**config.mk**
```make
export PLATFORM = sky130hd
export DESIGN_NAME = status_word_serializer
export DESIGN_NICKNAME = d
export VERILOG_FILES = /design/src/rtl/status_word_serializer.sv
export SDC_FILE = /design/constraint.sdc
export NUM_CORES = 1
export LEC_CHECK = 0
export ABC_AREA = 1
export BUFFER_PORTS_ARGS = -buffer_cell sky130_fd_sc_hd__buf_2
export CAP_MARGIN = 15
export CORE_MARGIN = 2
export CORE_UTILIZATION = 45
export CTS_BUF_LIST = sky130_fd_sc_hd__clkbuf_4 sky130_fd_sc_hd__clkbuf_8
export DETAILED_ROUTE_END_ITERATION = 16
export PLACE_DENSITY = 0.63
export SETUP_SLACK_MARGIN = 0.1
export SLEW_MARGIN = 20
export SYNTH_ARGS = -nofsm -noshare
export SYNTH_HDL_FRONTEND = slang
export SYNTH_SLANG_ARGS = --single-unit
```
**constraint.sdc**
```tcl
create_clock -name clk -period 1.7 [get_ports clk]
set_input_delay 0.51 -clock clk [delete_from_list [all_inputs] [get_ports clk]]
set_output_delay 0.51 -clock clk [all_outputs]
set_load 0.1 [all_outputs]
```
**src/rtl/status_word_serializer.sv**
```systemverilog
// Streams a 35-bit status word LSB-first on a single wire, followed by an even-parity bit.
// A start/busy/done handshake frames each transfer; every output is registered.
module status_word_serializer #(
    parameter int BIT_DIV = 4
) (
    input  logic        clk,
    input  logic        arst_n,
    input  logic        start,
    input  logic [34:0] mem_din,
    output logic        ser_out,
    output logic        ser_frame,
    output logic        busy,
    output logic        done
);

    typedef enum logic [1:0] {
        IDLE = 2'd0,
        SEND = 2'd1,
        DONE = 2'd2
    } state_t;

    localparam logic [7:0] DIV_LAST  = 8'(BIT_DIV - 1);
    localparam logic [5:0] DATA_LAST = 6'd34;
    localparam logic [5:0] PAR_BIT   = 6'd35;

    function automatic logic parity_even(input logic [34:0] word);
        return ^word;
    endfunction

    state_t      state_r;
    logic [33:0] shift_r;
    logic        parity_r;
    logic [5:0]  bit_cnt_r;
    logic [7:0]  div_cnt_r;
    logic        bit_end_s;

    // The last divider count closes the current bit; BIT_DIV=1 makes every cycle a bit end.
    assign bit_end_s = (div_cnt_r == DIV_LAST);

    // Frame sequencer: bit 0 goes straight out at accept, so the shifter keeps only bits 34..1.
    always_ff @(posedge clk or negedge arst_n) begin
        if (!arst_n) begin
            state_r   <= IDLE;
            shift_r   <= 34'd0;
            parity_r  <= 1'b0;
            bit_cnt_r <= 6'd0;
            div_cnt_r <= 8'd0;
            ser_out   <= 1'b1;
            ser_frame <= 1'b0;
            busy      <= 1'b0;
            done      <= 1'b0;
        end else begin
            case (state_r)
                IDLE: begin
                    if (start) begin
                        shift_r   <= mem_din[34:1];
                        parity_r  <= parity_even(mem_din);
                        ser_out   <= mem_din[0];
                        bit_cnt_r <= 6'd0;
                        div_cnt_r <= 8'd0;
                        ser_frame <= 1'b1;
                        busy      <= 1'b1;
                        state_r   <= SEND;
                    end else begin
                        ser_out   <= 1'b1;
                        ser_frame <= 1'b0;
                        busy      <= 1'b0;
                        done      <= 1'b0;
                    end
                end
                SEND: begin
                    if (bit_end_s) begin
                        div_cnt_r <= 8'd0;
                        if (bit_cnt_r == PAR_BIT) begin
                            ser_out   <= 1'b1;
                            ser_frame <= 1'b0;
                            done      <= 1'b1;
                            state_r   <= DONE;
                        end else begin
                            bit_cnt_r <= bit_cnt_r + 6'd1;
                            shift_r   <= shift_r >> 1;
                            if (bit_cnt_r == DATA_LAST) begin
                                ser_out <= parity_r;
                            end else begin
                                ser_out <= shift_r[0];
                            end
                        end
                    end else begin
                        div_cnt_r <= div_cnt_r + 8'd1;
                    end
                end
                DONE: begin
                    done    <= 1'b0;
                    busy    <= 1'b0;
                    state_r <= IDLE;
                end
                default: begin
                    state_r   <= IDLE;
                    ser_out   <= 1'b1;
                    ser_frame <= 1'b0;
                    busy      <= 1'b0;
                    done      <= 1'b0;
                end
            endcase
        end
    end

endmodule
```
==> run_results.csv, run 1 <==
group,metric,value,unit
outcome,status,"completed",
run,max-cap-violations,0,
synthesis,avgSynthCellArea,7.44,um2
timing,rsz0062_at_grt,"true",
die,initial_core_util,46.1,%
detailed_routing,drt-total-wl,7140,um
power_and_ir_drop,switchingPower,1930,uW
detailed_routing,num_vias,2953,
timing,fin_ws,0.0774,ns
power_and_ir_drop,power,5130,uW
die,rows,31,
detailed_routing,first_iter_violations,157,
power_and_ir_drop,combPwrFrac,43.0,%
layout,final_cell_mix,"136 x nand2_1, 68 x inv_1, 54 x dfrtp_1",
die,dieArea,0.00804,mm2
power_and_ir_drop,clock_power_share,14.7,%
critical_path,path_cells,"ha_2 -> nand3_2 -> o21ai_2 -> o21ai_2 -> a21oi_4 -> buf_12 -> clkbuf_16 -> nor2_2 -> a31oi_1",
layout,fill_cells,690,
timing,final.setup.tns,0,ns
grt,top_usage_layer,"met2",
detailed_routing,antenna_left,0,
power_and_ir_drop,power.density,1270,mW/mm2
critical_path,cp-end-kind,"flip-flop",
critical_path,critical_path_class,"flip-flop to flip-flop",
layout,instances_no_fill,607,
grt,antenna_found_initial,0,
grt,use_met3,3.20,%
grt,grt_pass1_vias,2892,
critical_path,slowest_delay,0.37,ns
layout,drive_gt1_share,19.9,%
die,die_h,89.7,um
critical_path,critPathArrivalTime,1.86,ns
timing,final-hold-violation-count,0,
timing,drv_slew,0,
synthesis,synth_seq_area_share,41.7,%
grt,grt_use_met2,33.4,%
cts,cts_hold_buf,0,
place,hpwl,5000,um
die,dieWidth,89.7,um
critical_path,critical_path_buf_inv_count,2,
layout,final_nets,548,
grt,gr-usage-all-layers,18.9,%
power_and_ir_drop,power.internal,3200,uW
critical_path,critical_path_required,1.94,ns
layout,num_antenna_cells,0,
cts,htreeDepth,2,
place,place_worst_setup_slack,-0.00200,ns
grt,grt_overflow_total,0,
critical_path,slowest_stage,"dfrtp_1",
timing,finalCritPeriodShare,95.4,%
detailed_routing,wl_per_cell,11.8,um
power_and_ir_drop,p_leak,0.00214,uW
timing,fin_crit,1.62,ns
detailed_routing,drcViolationCount,0,
timing,fmax,0.616,GHz
grt,grt_max_degree,32,
grt,grt_pass1_wl,12200,um
timing,setup_violations,0,
hold_path,hold_path.class,"primary input to asynchronous set/reset pin",
critical_path,cp-start-kind,"flip-flop",
die,io_pins,42,
cts,path_clk_slew,0.10,ns
detailed_routing,first_pass_iters,4,
synthesis,ys_types,31,
timing,fin_skew,0.00988,ns
place,globalplace.congestion,0.836,
critical_path,worstPathMaxFanout,11,
power_and_ir_drop,max-vdd-ir-drop,0.000468,V
power_and_ir_drop,seqPwrFrac,42.3,%
power_and_ir_drop,p_sw_share,37.7,%
synthesis,ys_warn_count,0,
layout,final_common_cell,"nand2_1",
cts,cts.sinks,55,
synthesis,synth.cell_area,0.00330,mm2
layout,syn_to_final_growth,22.5,%
place,io_buffers,41,
timing,worst_pin_slew,0.431,ns
cts,clock_latency,0.31,ns
detailed_routing,vias_per_cell,4.86,
cts,cts_buffers,5,
place,place_inst,591,
cts,clockBufferDepth,2,
critical_path,crit_path_frequent_cell,"o21ai_2",
timing,relSlewSlack,71.3,%
grt,use_met1,24.3,%
critical_path,cp_top_family,"compound AO/OA/AOI/OAI gates",
die,coreArea,0.00718,mm2
synthesis,synth.ff_latch_count,55,
timing,worst_hold_slack,0.124,ns
cts,cts_tree,"built",
cts,cts_root_buffer,"clkbuf_8",
synthesis,syn-num-nets,485,
synthesis,synthCells,444,
==> metrics by stage <==
stage / util [%] / area, um2
2_1_floorplan: - / 3300
3_3_place_gp: 52.6 / 3780
3_5_place_dp: 52.6 / 3780
4_1_cts: 54.9 / 3940
5_1_grt: 56.4 / 4050
6_report: 56.4 / 4050
==> kinds of logic after synthesis <==
group | count (synthesis) | synth area share, %
AO/OA/AOI/OAI | 89 | 16.8
XOR/XNOR | 28 | 7.42
adder cells (fa/ha/maj) | 3 | 1.14
buffers and inverters | 91 | 11.5
flip-flops | 55 | 41.7
AND/OR/NAND/NOR | 178 | 21.4
==> registers in the layout, summed over array words and instances, names as in the netlist <==
| register | cells |
|---|---|
| state_r | 2 |
| ser_frame | 1 |
| done | 1 |
| div_cnt_r | 8 |
| busy | 1 |
| bit_cnt_r | 6 |
| shift_r | 34 |
| ser_out | 1 |
| parity_r | 1 |
==> worst register-to-register path: cells and delay by family (launching register included) <==
kind / cells / cell delay (ns)
AND/OR/NAND/NOR: 2 / 0.13
buffers and inverters: 2 / 0.35
AO/OA/AOI/OAI: 4 / 0.53
adder cells (fa/ha/maj): 1 / 0.19
flip-flops: 1 / 0.37
==> synth_stat cells <==
cell type	instances	area (um2)
a22o_1	1	8.76
nand3_2	1	10.0
o21ai_1	20	100
a21oi_2	1	8.76
buf_6	4	45.0
xor2_1	15	131
clkinv_1	4	15.0
clkbuf_1	5	18.8
o21ai_2	2	17.5
buf_4	1	7.51
inv_1	70	263
xnor2_1	13	114
o22ai_1	5	31.3
o32ai_1	2	17.5
nor4_1	1	6.26
nor2_1	20	75.1
nor3_1	3	15.0
ha_1	3	37.5
nand4_1	1	6.26
o21ai_0	20	100
inv_2	2	7.51
a31oi_1	1	6.26
nor2_4	1	11.3
nand2_1	137	514
buf_2	4	20.0
dfrtp_1	54	1350
a21oi_1	5	25.0
dfstp_2	1	26.3
nand3_1	14	70.1
o211ai_1	32	240
buf_1	1	3.75
==> power by group through the flow <==
stage / Combinational, uW / Sequential (uW) / Clock [uW]
after floorplan: 1250 / 2350 / 0
after global placement: 2010 / 2170 / 0
after detailed placement: 2060 / 2190 / 0
after CTS: 2120 / 2160 / 786
after global routing: 2540 / 2230 / 825
final: 2200 / 2170 / 755
==> repair_timing <==
item / CTS / global route
gates resized for setup: 6 / 20
gates cloned: 1 / 2
pin swaps: 1 / 6
setup endpoints to repair: 41 / 46
buffers inserted: 3 / 3
==> per-layer routing <==
metal,wire (um),vias to the layer above
met2,3430,33
met5,0,-
met3,187,6
met4,57,0
li1,-,1538
met1,3470,1376
==> area by class of cell <==
type	count	area, um2	area share, %
Timing Repair Buffer	71	578	14.3
Inverter	76	285	7.05
Clock buffer	7	83.8	2.07
Clock inverter	1	7.51	0.185
Tap cell	99	124	3.06
Sequential cell	55	1380	34.0
Multi-Input combinational cell	298	1590	39.3
==> final timing paths <==
| path | from | to | depth (start not counted) | slack, ns |
|---|---|---|---|---|
| min | arst_n | ser_frame$_DFFE_PN0P_ | 1 | 0.12 |
| max | div_cnt_r[0]$_DFFE_PN0P_ | shift_r[0]$_DFFE_PN0P_ | 9 | 0.08 |
| min in group clk | mem_din[34] | shift_r[33]$_DFFE_PN0P_ | 3 | 0.44 |
| max reg2reg | div_cnt_r[0]$_DFFE_PN0P_ | shift_r[0]$_DFFE_PN0P_ | 9 | 0.08 |
| min reg2reg | ser_frame$_DFFE_PN0P_ | ser_frame$_DFFE_PN0P_ | 2 | 0.49 |
| max in group asynchronous | arst_n | shift_r[5]$_DFFE_PN0P_ | 2 | 1.11 |
(Power assumes the default switching activity.)
==> run 2: changes to the inputs <==
--- a/config.mk
+++ b/config.mk
@@ -9,10 +9,10 @@
 export BUFFER_PORTS_ARGS = -buffer_cell sky130_fd_sc_hd__buf_2
 export CAP_MARGIN = 15
 export CORE_MARGIN = 2
-export CORE_UTILIZATION = 45
+export CORE_UTILIZATION = 55
 export CTS_BUF_LIST = sky130_fd_sc_hd__clkbuf_4 sky130_fd_sc_hd__clkbuf_8
 export DETAILED_ROUTE_END_ITERATION = 16
-export PLACE_DENSITY = 0.63
+export PLACE_DENSITY = 0.72
 export SETUP_SLACK_MARGIN = 0.1
 export SLEW_MARGIN = 20
 export SYNTH_ARGS = -nofsm -noshare
==> constraint.sdc (replaced) <==
create_clock -name clk -period 1.6 [get_ports clk]
set_input_delay 0.48 -clock clk [delete_from_list [all_inputs] [get_ports clk]]
set_output_delay 0.48 -clock clk [all_outputs]
set_load 0.1 [all_outputs]
==> run 2 against run 1 <==
  * The flow now finishes with violations (setup timing)
  * Design area is 5.9% higher
  * Routed wire length is 15% higher
  * Flip-flop and latch count stayed put
  * Count of clock-buffer cells in the layout stayed put
  * Clock power is 8.1% higher
  * Fmax is 4.7% lower
  * Critical path depth stayed put
  * Critical endpoint is now shift_r[32]$_DFFE_PN0P_
  * Largest cell class unchanged
  * Largest power group unchanged
  * Highest routed layer unchanged
==> run_results.csv, run 2 (synthesis results as in run 1) <==
group,metric,value,unit
layout,fill_cells,435,
grt,gr-usage-all-layers,21.7,%
timing,worst_pin_slew,0.296,ns
layout,instances_no_fill,603,
die,die_h,81.5,um
timing,worst_hold_slack,0.154,ns
layout,largest-register,"shift_r",
layout,drive_gt1_share,26.5,%
grt,antenna_found_initial,0,
power_and_ir_drop,p_sw_share,38.1,%
layout,final_cell_mix,"135 x nand2_1, 64 x inv_1, 53 x dfrtp_1",
detailed_routing,vias_per_cell,5.24,
cts,cts.sinks,55,
layout,final_nets,568,
die,rows,28,
place,io_buffers,41,
place,place_area,0.00380,mm2
power_and_ir_drop,power.internal,3610,uW
grt,grt_pass1_wl,11500,um
layout,syn_to_final_growth,29.7,%
cts,htreeDepth,2,
layout,reg_top3,"shift_r: 34 flops, div_cnt_r: 8 flops, bit_cnt_r: 6 flops",
place,place_inst,574,
layout,final_design_area_no_fill,0.00429,mm2
die,io_pins,42,
grt,grt_max_degree,57,
power_and_ir_drop,max-vdd-ir-drop,0.000959,V
timing,fin_ws,-0.103,ns
critical_path,cp-start-kind,"flip-flop",
critical_path,worstPathMaxFanout,13,
critical_path,cp-end-kind,"flip-flop",
detailed_routing,antenna_left,0,
power_and_ir_drop,power,5840,uW
die,initial_core_util,56.5,%
detailed_routing,first_iter_violations,145,
power_and_ir_drop,clock_power_share,14.0,%
timing,fin_skew,0.00949,ns
die,dieArea,0.00664,mm2
place,place_worst_setup_slack,-0.0456,ns
critical_path,critical_path_required,1.79,ns
power_and_ir_drop,seqPwrFrac,39.3,%
cts,cts_buffers,5,
detailed_routing,num_vias,3159,
cts,cts_hold_buf,0,
die,coreArea,0.00585,mm2
critical_path,critPathArrivalTime,1.89,ns
place,globalplace.congestion,0.807,
detailed_routing,drt-total-wl,8190,um
detailed_routing,drcViolationCount,0,
timing,rsz0062_at_grt,"true",
cts,clockBufferDepth,2,
power_and_ir_drop,combPwrFrac,46.7,%
cts,path_clk_slew,0.10,ns
detailed_routing,first_pass_iters,4,
grt,grt_pass1_vias,2816,
hold_path,hold_path.class,"primary input to asynchronous set/reset pin",
power_and_ir_drop,p_leak,0.00226,uW
timing,setup_violations,32,
layout,num_antenna_cells,0,
cts,clock_latency,0.31,ns
grt,grt_overflow_total,0,
timing,relSlewSlack,80.2,%
cts,cts_tree,"built",
die,dieWidth,81.5,um
power_and_ir_drop,power.density,1360,mW/mm2
timing,final-hold-violation-count,0,
timing,finalCritPeriodShare,106,%
power_and_ir_drop,switchingPower,2230,uW
timing,fmax,0.587,GHz
timing,drv_slew,0,
timing,fin_crit,1.70,ns
run,max-cap-violations,0,
detailed_routing,wl_per_cell,13.6,um
layout,largest_reg_flops,34,
critical_path,critical_path_class,"flip-flop to flip-flop",
outcome,status,"complete, but fails checks",
outcome,violations,"setup timing",
layout,final_common_cell,"nand2_1",
place,hpwl,4740,um
cts,cts_root_buffer,"clkbuf_8",
==> run 2: cell count changes in the layout (fill, tap and decap cells not counted), moves of 3 or more <==
cell / previous run / this run
buf_4: 23 / 40
o21ai_0: 14 / 4
o21ai_1: 25 / 33
inv_2: 4 / 9
inv_1: 68 / 64
buf_8: 0 / 3
==> run 2: final cells by class <==
cell class	instances	area [um2]	share of cell area, %
sequential	55	1380	32.2
clock inverter	1	5.00	0.117
inverter	76	289	6.74
tap	75	93.8	2.19
multi-input combinational	298	1680	39.1
clock buffer	7	90.1	2.10
timing repair buffer	91	753	17.6
==> run 2: power groups by stage <==
stage	logic, uW	registers, uW	clock network [uW]
2_1_floorplan	1370	2500	0
3_5_place_dp	2340	2300	0
5_1_grt	3070	2360	892
6_report	2730	2300	816
3_3_place_gp	2270	2270	0
4_1_cts	2410	2280	831
==> run 2: path summary, 6_finish.rpt <==
check	slack (ns)	cells after the start	end	startpoint
worst max-delay path	-0.10	9	shift_r[32]$_DFFE_PN0P_	div_cnt_r[1]$_DFFE_PN0P_
worst min-delay path	0.15	2	div_cnt_r[2]$_DFFE_PN0P_	arst_n
worst max register to register	-0.10	9	shift_r[32]$_DFFE_PN0P_	div_cnt_r[1]$_DFFE_PN0P_
worst min register to register	0.50	2	parity_r$_DFFE_PN0P_	parity_r$_DFFE_PN0P_
max in group asynchronous	1.17	2	ser_out$_DFFE_PN1P_	arst_n
min in group clk	0.43	3	shift_r[33]$_DFFE_PN0P_	mem_din[34]
==> run 2: routing by layer <==
layer | part of all wire (%) | GRT usage [%] | up-vias
met5 | 0 | 0 | -
met4 | 1.2 | 5.59 | 0
met3 | 4.8 | 4.29 | 11
met2 | 53 | 39.8 | 69
met1 | 41 | 25.9 | 1492
li1 | - | - | 1587
==> run 2: critical path, cell delays in order (launching register included) <==
cell and delay (ns):
dfrtp_1 0.38, ha_2 0.20, nand3_2 0.06, o21ai_2 0.15, o21ai_2 0.11, a21oi_4 0.20, buf_12 0.15, buf_8 0.11
buf_8 0.14, o21ai_1 0.07
==> run 2: timing repair <==
item / 4_1_cts / 5_1_grt
gates resized for setup: 9 / 40
buffers inserted: 3 / 14
endpoints found under the hold margin: 0 / 0
endpoints found under the setup margin: 45 / 54
pin swaps: 8 / 14
cloned: 0 / 6
==> run 2: stage by stage <==
stage / utilization (%) / TNS, ns
CTS: 67.5 / -0.387
detailed placement: 64.9 / -0.175
global placement: 64.9 / -0.0429
global route: 73.3 / -5.91
floorplan: - / 0
finish: 73.3 / -2.38
==> run 3: changes to the inputs <==
--- a/config.mk
+++ b/config.mk
@@ -7,13 +7,14 @@
 export LEC_CHECK = 0
 export ABC_AREA = 1
 export BUFFER_PORTS_ARGS = -buffer_cell sky130_fd_sc_hd__buf_2
-export CAP_MARGIN = 15
+export CAP_MARGIN = 20
 export CORE_MARGIN = 2
 export CORE_UTILIZATION = 55
 export CTS_BUF_LIST = sky130_fd_sc_hd__clkbuf_4 sky130_fd_sc_hd__clkbuf_8
 export DETAILED_ROUTE_END_ITERATION = 16
 export PLACE_DENSITY = 0.72
 export SETUP_SLACK_MARGIN = 0.1
+export SKIP_LAST_GASP = 1
 export SLEW_MARGIN = 20
 export SYNTH_ARGS = -nofsm -noshare
 export SYNTH_HDL_FRONTEND = slang
==> run 3 against run 2 <==
  * The flow still finishes with violations (setup timing)
  * Worst hold slack lost 0.0054 ns
  * Via count shrank 0.70%
  * Combinational power is essentially flat
  * Sequential power is essentially flat
  * Global-route usage is essentially flat
  * Core utilization shrank 0.34 points
  * Sequential share of layout area grew 0.12 points
  * Routed wire length shrank 1.3%
  * Clock skew grew 0.0016 ns
  * Critical endpoint unchanged
  * Largest power group unchanged
  * Highest routed layer unchanged
==> run_results.csv, run 3 (synthesis results as in run 1) <==
group,metric,value,unit
outcome,status,"complete, but fails checks",
outcome,violations,"setup timing",
layout,largest_reg_flops,34,
place,place_area,0.00380,mm2
timing,final.setup.tns,-2.67,ns
layout,drive_gt1_share,25.6,%
place,globalplace.congestion,0.807,
die,coreArea,0.00585,mm2
cts,cts_buffers,5,
detailed_routing,antenna_left,0,
timing,setup_violations,33,
critical_path,slowest_delay,0.37,ns
place,hpwl,4740,um
detailed_routing,vias_per_cell,5.21,
power_and_ir_drop,combPwrFrac,46.4,%
layout,final_cell_mix,"135 x nand2_1, 65 x inv_1, 54 x dfrtp_1",
critical_path,r2r_end,"shift_r[32]$_DFFE_PN0P_",
hold_path,hold_path.class,"primary input to asynchronous set/reset pin",
die,dieWidth,81.5,um
timing,fin_crit,1.72,ns
critical_path,critical_path_buf_inv_count,3,
grt,gr-usage-all-layers,21.8,%
die,rows,28,
power_and_ir_drop,power.density,1360,mW/mm2
power_and_ir_drop,seqPwrFrac,39.5,%
critical_path,critical_path_class,"flip-flop to flip-flop",
timing,worst_pin_slew,0.299,ns
detailed_routing,first_iter_violations,199,
detailed_routing,num_vias,3137,
detailed_routing,drt-total-wl,8090,um
critical_path,cp-start-kind,"flip-flop",
grt,antenna_found_initial,0,
timing,drv_slew,0,
layout,num_antenna_cells,0,
timing,fin_ws,-0.125,ns
grt,grt_max_degree,57,
run,max-cap-violations,0,
detailed_routing,drcViolationCount,0,
cts,cts_tree,"built",
critical_path,critical_path_required,1.79,ns
timing,fin_skew,0.0111,ns
timing,finalCritPeriodShare,108,%
cts,clockBufferDepth,2,
critical_path,slowest_stage,"dfrtp_1",
timing,worst_hold_slack,0.149,ns
die,io_pins,42,
die,dieArea,0.00664,mm2
grt,grt_overflow_total,0,
power_and_ir_drop,clock_power_share,14.2,%
critical_path,worstPathMaxFanout,13,
timing,fmax,0.580,GHz
cts,cts.sinks,55,
place,io_buffers,41,
power_and_ir_drop,p_sw_share,38.1,%
place,place_worst_setup_slack,-0.0456,ns
power_and_ir_drop,max-vdd-ir-drop,0.000959,V
cts,cts_root_buffer,"clkbuf_8",
power_and_ir_drop,switchingPower,2220,uW
critical_path,cp_top_family,"compound AO/OA/AOI/OAI gates",
cts,path_clk_slew,0.10,ns
timing,rsz0062_at_grt,"true",
critical_path,crit_path_frequent_cell,"o21ai_2",
detailed_routing,wl_per_cell,13.4,um
die,initial_core_util,56.5,%
critical_path,path_cells,"ha_2 -> nand3_2 -> o21ai_2 -> o21ai_2 -> a21oi_4 -> buf_12 -> buf_8 -> buf_6 -> o21ai_1",
layout,final_design_area_no_fill,0.00427,mm2
critical_path,rr_worst_depth,9,
layout,syn_to_final_growth,29.1,%
critical_path,cp-end-kind,"flip-flop",
critical_path,r2r_setup_slack,-0.12,ns
cts,clock_latency,0.31,ns
layout,final_nets,567,
critical_path,r2r_start,"div_cnt_r[1]$_DFFE_PN0P_",
cts,cts_hold_buf,0,
detailed_routing,first_pass_iters,4,
layout,final_common_cell,"nand2_1",
power_and_ir_drop,power,5820,uW
timing,relSlewSlack,80.0,%
layout,largest-register,"shift_r",
power_and_ir_drop,power.internal,3600,uW
die,die_h,81.5,um
layout,fill_cells,442,
cts,htreeDepth,2,
grt,grt_pass1_wl,11500,um
layout,reg_top3,"shift_r: 34 flops, div_cnt_r: 8 flops, bit_cnt_r: 6 flops",
power_and_ir_drop,p_leak,0.00225,uW
timing,final-hold-violation-count,0,
critical_path,critPathArrivalTime,1.92,ns
grt,grt_pass1_vias,2811,
[run 3: final cells by class]
type	instances	area, um2	share of cell area, %
well taps	75	93.8	2.20
clock buffers	7	90.1	2.11
inverters	76	289	6.77
clock inverters	1	5.00	0.117
multi-input cells	298	1670	39.1
repair buffers	90	742	17.4
flip-flops and latches	55	1380	32.3
[run 3: worst reg2reg max path: cells and delay by family, from the launching register on]
kind	cells	cell delay, ns
compound gates	4	0.55
buf+inv	3	0.43
flops	1	0.37
fa+ha+maj	1	0.20
simple gates	1	0.06
[run 3: timing repair]
action,in CTS,in global routing
cloned,0,6
buffers inserted,3,13
gates resized for setup,7,36
endpoints found under the setup margin,45,54
pin swaps,1,15
[run 3: per-layer routing]
| metal | track usage (%) | wire length (um) | vias to the layer above |
|---|---|---|---|
| met2 | 39.8 | 4140 | 51 |
| met4 | 5.59 | 102 | 0 |
| met5 | 0 | 0 | - |
| li1 | - | - | 1579 |
| met3 | 4.29 | 336 | 11 |
| met1 | 26.0 | 3510 | 1496 |
[run 3: per-stage QoR]
stage / std cells / utilization, %
floorplan: 444 / -
global placement: 574 / 64.9
detailed placement: 574 / 64.9
CTS: 585 / 67.3
global route: 602 / 72.9
finish: 602 / 72.9
[run 3: worst max-delay path by stage]
| stage | start | to | slack, ns | cells after the start |
|---|---|---|---|---|
| floorplan | div_cnt_r[0]$_DFFE_PN0P_ | bit_cnt_r[4]$_DFFE_PN0P_ | 0.07 | 9 |
| global placement | div_cnt_r[7]$_DFFE_PN0P_ | shift_r[24]$_DFFE_PN0P_ | -0.01 | 8 |
| detailed placement | mem_din[15] | parity_r$_DFFE_PN0P_ | -0.05 | 15 |
| CTS | div_cnt_r[5]$_DFFE_PN0P_ | shift_r[25]$_DFFE_PN0P_ | -0.04 | 8 |
| global route | div_cnt_r[1]$_DFFE_PN0P_ | shift_r[32]$_DFFE_PN0P_ | -0.18 | 9 |
| finish | div_cnt_r[1]$_DFFE_PN0P_ | shift_r[32]$_DFFE_PN0P_ | -0.12 | 9 |
[run 3: power groups by stage]
stage | Combinational [uW] | Clock (uW) | Sequential, uW
2_1_floorplan | 1370 | 0 | 2500
3_3_place_gp | 2270 | 0 | 2270
3_5_place_dp | 2340 | 0 | 2300
4_1_cts | 2390 | 831 | 2280
5_1_grt | 3040 | 892 | 2350
6_report | 2700 | 823 | 2300
